===== src/rtl/riscv_imem_pkg.sv =====
// Shared definitions for the instruction-memory responder slice.
package riscv_imem_pkg;

   localparam logic [31:0] IMEM_BASE_ADDR = 32'h0000_0000;
   localparam int unsigned IMEM_DEPTH     = 4096;
   localparam int unsigned SRAM_LAT_MIN   = 1;
   localparam int unsigned SRAM_LAT_MAX   = 4;

   typedef struct packed {
      logic valid;
      logic oob;
   } resp_pipe_t;

endpackage


===== src/rtl/riscv_imem_lat_pipe.sv =====
// Fixed-depth {valid, oob} shift register that times fetch responses to the SRAM latency.
module riscv_imem_lat_pipe
   import riscv_imem_pkg::*;
#(
   parameter int unsigned DEPTH = 1
) (
   input  logic       clk,
   input  logic       clr,
   input  resp_pipe_t d,
   output resp_pipe_t q
);

   resp_pipe_t [DEPTH-1:0] stage;
   resp_pipe_t [DEPTH:0]   chain;

   // Input joins the bottom of the chain so DEPTH=1 needs no special case.
   assign chain = {stage, d};
   assign q     = chain[DEPTH];

   always_ff @(posedge clk) begin
      if (clr) begin
         stage <= '0;
      end else begin
         stage <= chain[DEPTH-1:0];
      end
   end

endmodule


===== src/rtl/riscv_imem_responder.sv =====
// Responder side of the instruction-fetch req/gnt/rvalid protocol in front of the
// single-port instruction SRAM, with range checking and fetch-starvation priority.
module riscv_imem_responder
   import riscv_imem_pkg::*;
#(
   parameter logic [31:0] BASE_ADDR       = IMEM_BASE_ADDR,
   parameter int unsigned MEM_DEPTH       = IMEM_DEPTH,
   parameter int unsigned MEM_AW          = $clog2(MEM_DEPTH),
   parameter int unsigned SRAM_LAT        = 1,
   parameter int unsigned MAX_OUTSTANDING = 1,
   parameter int unsigned STARVE_MAX      = 8
) (
   input  logic              clk,
   input  logic              rst,
   input  logic              instr_req_i,
   input  logic [31:0]       instr_addr_i,
   output logic              instr_gnt_o,
   output logic              instr_rvalid_o,
   output logic [31:0]       instr_rdata_o,
   output logic              instr_err_o,
   output logic [31:0]       err_addr_o,
   output logic              mem_ce_o,
   output logic [MEM_AW-1:0] mem_addr_o,
   input  logic [31:0]       mem_rdata_i,
   input  logic              mem_busy_i,
   output logic              prio_o
);

   localparam int unsigned   CW         = $clog2(MAX_OUTSTANDING + 1);
   localparam int unsigned   SW         = $clog2(STARVE_MAX + 1);
   localparam logic [CW-1:0] CNT_MAX    = CW'(MAX_OUTSTANDING);
   localparam logic [SW-1:0] STARVE_SAT = SW'(STARVE_MAX);
   localparam logic [32:0]   BASE33     = {1'b0, BASE_ADDR};
   localparam logic [32:0]   LIMIT33    = BASE33 + (33'(MEM_DEPTH) << 2);

   logic [CW-1:0]     cnt;
   logic [SW-1:0]     starve, starve_d;
   logic [32:0]       addr33;
   logic              in_range;
   logic [MEM_AW-1:0] mem_addr_q;
   logic [31:0]       rdata_q;
   resp_pipe_t        pipe_in, pipe_out;

   // 33-bit compare keeps a window ending exactly at 2^32 from wrapping to empty.
   assign addr33   = {1'b0, instr_addr_i};
   assign in_range = (addr33 >= BASE33) && (addr33 < LIMIT33);

   assign instr_gnt_o = ~rst & instr_req_i & ~mem_busy_i & ((cnt < CNT_MAX) | instr_rvalid_o);
   assign mem_ce_o    = instr_gnt_o & in_range;
   assign mem_addr_o  = mem_ce_o ? MEM_AW'((addr33 - BASE33) >> 2) : mem_addr_q;

   assign pipe_in = '{valid: instr_gnt_o, oob: ~in_range};

   riscv_imem_lat_pipe #(
      .DEPTH(SRAM_LAT)
   ) u_lat_pipe (
      .clk(clk),
      .clr(rst),
      .d  (pipe_in),
      .q  (pipe_out)
   );

   assign instr_rvalid_o = pipe_out.valid;
   assign instr_err_o    = pipe_out.valid & pipe_out.oob;

   always_comb begin
      instr_rdata_o = rdata_q;
      if (pipe_out.valid) begin
         instr_rdata_o = pipe_out.oob ? '0 : mem_rdata_i;
      end
   end

   always_comb begin
      starve_d = '0;
      if (instr_req_i & ~instr_gnt_o) begin
         starve_d = (starve == STARVE_SAT) ? starve : starve + 1'b1;
      end
   end

   always_ff @(posedge clk) begin
      if (rst) begin
         cnt        <= '0;
         starve     <= '0;
         prio_o     <= 1'b0;
         err_addr_o <= '0;
         mem_addr_q <= '0;
         rdata_q    <= '0;
      end else begin
         case ({instr_gnt_o, instr_rvalid_o})
            2'b10:   cnt <= cnt + 1'b1;
            2'b01:   cnt <= cnt - 1'b1;
            default: ;
         endcase
         starve     <= starve_d;
         prio_o     <= (starve_d == STARVE_SAT);
         mem_addr_q <= mem_addr_o;
         if (instr_gnt_o & ~in_range) begin
            err_addr_o <= instr_addr_i;
         end
         if (instr_rvalid_o) begin
            rdata_q <= instr_rdata_o;
         end
      end
   end

endmodule


===== config.mk =====
export PLATFORM = sky130hd
export DESIGN_NAME = riscv_imem_responder
export DESIGN_NICKNAME = d
export VERILOG_FILES = /design/src/rtl/riscv_imem_pkg.sv /design/src/rtl/riscv_imem_lat_pipe.sv /design/src/rtl/riscv_imem_responder.sv
export SDC_FILE = /design/constraint.sdc
export NUM_CORES = 1
export LEC_CHECK = 0
export BUFFER_PORTS_ARGS = -buffer_cell sky130_fd_sc_hd__buf_2
export CAP_MARGIN = 20
export CORE_MARGIN = 2
export CORE_UTILIZATION = 56
export CTS_BUF_LIST = sky130_fd_sc_hd__clkbuf_8
export CTS_CLUSTER_SIZE = 14
export DETAILED_ROUTE_END_ITERATION = 7
export PLACE_DENSITY = 0.95
export SETUP_SLACK_MARGIN = 0.15
export SLEW_MARGIN = 0
export SYNTH_ARGS = -nofsm -noshare
export SYNTH_HDL_FRONTEND = slang
export SYNTH_SLANG_ARGS = --single-unit

===== constraint.sdc =====
create_clock -name clk -period 3.35 [get_ports clk]
set_input_delay 0.335 -clock clk [delete_from_list [all_inputs] [get_ports clk]]
set_output_delay 0.335 -clock clk [all_outputs]
set_load 0.02 [all_outputs]

==> flow_summary.ini <==
[synth]
mappedNetlistArea_mm2 = 0.004168
mappedNetlistNets = 572
synth.lib_cells_used.distinct = 36
synth.ff_latch_count = 84
syn_avg_cell_area_um2 = 8.319
ys_seq_area_share_pct = 40.35
synth_ff_type = sky130_fd_sc_hd__dfxtp_1
synth_enable_flop_cells = 0
synthesis.yosys.warnings = 0
async_flop_share_pct = 0
netlist_instances = 501

[sta]
period_share_pct = 83.64
finalMaxSlewViolations = 0
worst-slew-pin-transition_ns = 0.9333
slew_margin_rel_pct = 37.78
layout_min_cycle_time_ns = 2.802
finalClockSkew_ns = 0.008135
timing_hold_violations_final = 0
grt_setup_unrepaired = false
fin_tns_setup_ns = 0
setup_violations = 0
setup_ws_ns = 0.5480
max_freq_mhz = 356.9

[floorplanning]
initial_util_pct = 57.77
dieWidth_um = 90.27
core_mm2 = 0.007214
rows = 31
total_die_area_mm2 = 0.008149
pin_count = 149
chipHeight_um = 90.27

[cts]
tritoncts = built
number_of_buffers_on_the_longest_clock_path = 2
clkLatencyLatePin_ns = 0.33
cts_hold_repair.buffers = 0
cts.root.buffer_cell = sky130_fd_sc_hd__clkbuf_8
clock_tree.htree_level_count = 3
tritoncts_num_sinks = 84
post_cts.repair.setup_buffers = 0
numCtsBuffers = 9
ctsResizeCount = 0
cts.clk_slew.worst_paths_ns = 0.08

[final_layout]
drive_above_1_share_pct = 30.00
final_nets = 696
layout.cells.most_common_list = sky130_fd_sc_hd__buf_2, sky130_fd_sc_hd__dfxtp_1, sky130_fd_sc_hd__nor2b_1, sky130_fd_sc_hd__nand2_1, sky130_fd_sc_hd__inv_1
num_antenna_cells = 0
mostFrequentLayoutCell = sky130_fd_sc_hd__buf_2
flow.area_growth_from_synthesis_pct = 23.69
layout.core_utilization_pct = 71.45
regArea_mm2 = 0.001682
multi_input_logic_area_mm2 = 0.002127
fillers = 571

[setup_path]
worstReg2RegStart = cnt$_SDFFE_PP0P_
critical_path_arrival_ns = 2.47
worstPathMaxFanout = 24
launching_element_of_the_worst_setup_path = cnt$_SDFFE_PP0P_
worst_setup_path_category = flop to output port
setup.worst_path.start_class = flop
rrSetupSlack_ns = 1.22
setup.worst_path.end_class = output port
required_time_of_the_worst_setup_path_ns = 3.01

[power_and_ir_drop]
pwr_density_cell_mw_per_mm2 = 420.0
worst_ir_drop_vdd_mv = 0.2455
total_leakage_power_uw = 0.002379

[drt]
drtPass1Iterations = 7
viasPerCell = 5.361
wire_length_per_cell_um = 13.75
dr_total_vias = 3908
drtIter0Drc = 285
post-route-drc-count = 0
routed_wirelength_mm = 10.02
ant_nets = 0

[job]
cap_violations = 0

[placed_design]
weighted_congestion_reported_at_the_end_of_routability_driven_placement = 0.8482
hpwlAfterDp_mm = 6.975
quantity_of_i_o_buffers_inserted_on_ports = 148
preCtsSetupSlack_ns = 0.7887

[global_routing]
global_route.usage.met1_pct = 30.59
grt_antenna_before_repair = 0
met3_usage_pct = 3.673
gr-usage-all-layers_pct = 23.94
globalRouteOverflowTotal = 0
largest_net_degree_at_the_start_of_global_routing = 107
first_global_vias = 3655
grt.met2_usage_pct = 40.85
wire_length_of_the_first_global_routing_pass_mm = 16.39
global_route.peak_usage_layer = met2

[worst_hold_path]
hold_start = instr_addr_i[15]
path_category_of_the_worst_min_delay_check = primary input to flop

[status]
run_status = completed
==> synthesized netlist by cell type (3+ instances only) <==
library cell | instances | share of area [%]
sky130_fd_sc_hd__clkbuf_1 | 32 | 2.9
sky130_fd_sc_hd__a211oi_1 | 3 | 0.54
sky130_fd_sc_hd__nor2b_1 | 64 | 9.6
sky130_fd_sc_hd__buf_2 | 7 | 0.84
sky130_fd_sc_hd__a21oi_1 | 5 | 0.60
sky130_fd_sc_hd__inv_1 | 48 | 4.3
sky130_fd_sc_hd__nor3_1 | 18 | 2.2
sky130_fd_sc_hd__nand2b_1 | 27 | 4.1
sky130_fd_sc_hd__mux2_2 | 4 | 1.1
sky130_fd_sc_hd__nand3b_1 | 3 | 0.54
sky130_fd_sc_hd__nor2_1 | 5 | 0.45
sky130_fd_sc_hd__dfxtp_1 | 84 | 40
sky130_fd_sc_hd__o31ai_1 | 28 | 5.0
sky130_fd_sc_hd__nand2_1 | 51 | 4.6
sky130_fd_sc_hd__nor4_1 | 4 | 0.60
sky130_fd_sc_hd__o21ai_0 | 31 | 3.7
sky130_fd_sc_hd__ha_1 | 3 | 0.90
sky130_fd_sc_hd__a311o_1 | 14 | 3.4
sky130_fd_sc_hd__mux2_4 | 8 | 2.9
sky130_fd_sc_hd__mux2i_1 | 12 | 2.9
sky130_fd_sc_hd__o311ai_0 | 12 | 2.5
sky130_fd_sc_hd__nand3_1 | 21 | 2.5
==> layer usage <==
layer	part of all wire (%)	up-vias	wire length, um
met5	0	-	0
met4	1.9	0	195
met2	50	139	4988
met3	5.3	16	534
li1	-	1946	-
met1	43	1807	4305
==> through the flow <==
step,power [uW],instance area (um2),hold WS (ns),instances
floorplan,1235,4168,0.4440,501
global placement,1333,4915,0.4612,713
detailed placement,1344,4915,0.4698,713
CTS,2181,5155,0.2354,729
global route,2247,5155,0.2541,729
finish,2165,5155,0.2473,729
==> area by class of cell <==
type	count	share of cell area, %
timing repair buffer	155	15.39
inverter	49	3.665
multi-input combinational	326	41.26
clock inverter	7	2.257
tap	99	2.403
clock buffer	9	2.403
sequential	84	32.62
==> flip-flops by register name (all words and copies together), names as in the netlist <==
signal	cells
prio_o	1
u_lat_pipe.q	2
err_addr_o	32
mem_addr_q	12
starve	4
cnt	1
rdata_q	32
==> kinds of logic after synthesis <==
| group | count (synthesis) | synth area share [%] |
|---|---|---|
| simple gates | 201 | 26.30 |
| compound gates | 96 | 16.30 |
| buf+inv | 91 | 8.886 |
| flops | 84 | 40.35 |
| mux | 24 | 6.845 |
| fa+ha+maj | 3 | 0.9007 |
| xor+xnor | 2 | 0.4204 |
==> worst max-delay path, cell delays in order, from the launching register on <==
cell and delay (ns):
sky130_fd_sc_hd__dfxtp_1 0.32, sky130_fd_sc_hd__nor2b_1 0.12, sky130_fd_sc_hd__buf_4 0.18, sky130_fd_sc_hd__or3_2 0.47, sky130_fd_sc_hd__clkinv_4 0.11, sky130_fd_sc_hd__nand3_4 0.34
sky130_fd_sc_hd__mux2_4 0.43, sky130_fd_sc_hd__buf_2 0.16
==> final timing paths <==
kind,end,cells past startpoint
max,mem_addr_o[8],7
min,err_addr_o[15]$_SDFFE_PP0P_,3
max reg2reg,cnt$_SDFFE_PP0P_,7
min reg2reg,mem_addr_q[5]$_SDFF_PP0_,2
==> where the power goes <==
| part | internal (uW) | switching (uW) |
|---|---|---|
| clock network | 492 | 350 |
| logic | 108 | 170 |
| registers | 1030 | 15.3 |
| total | 1630 | 535 |
Power figures use the tool's default switching activity.
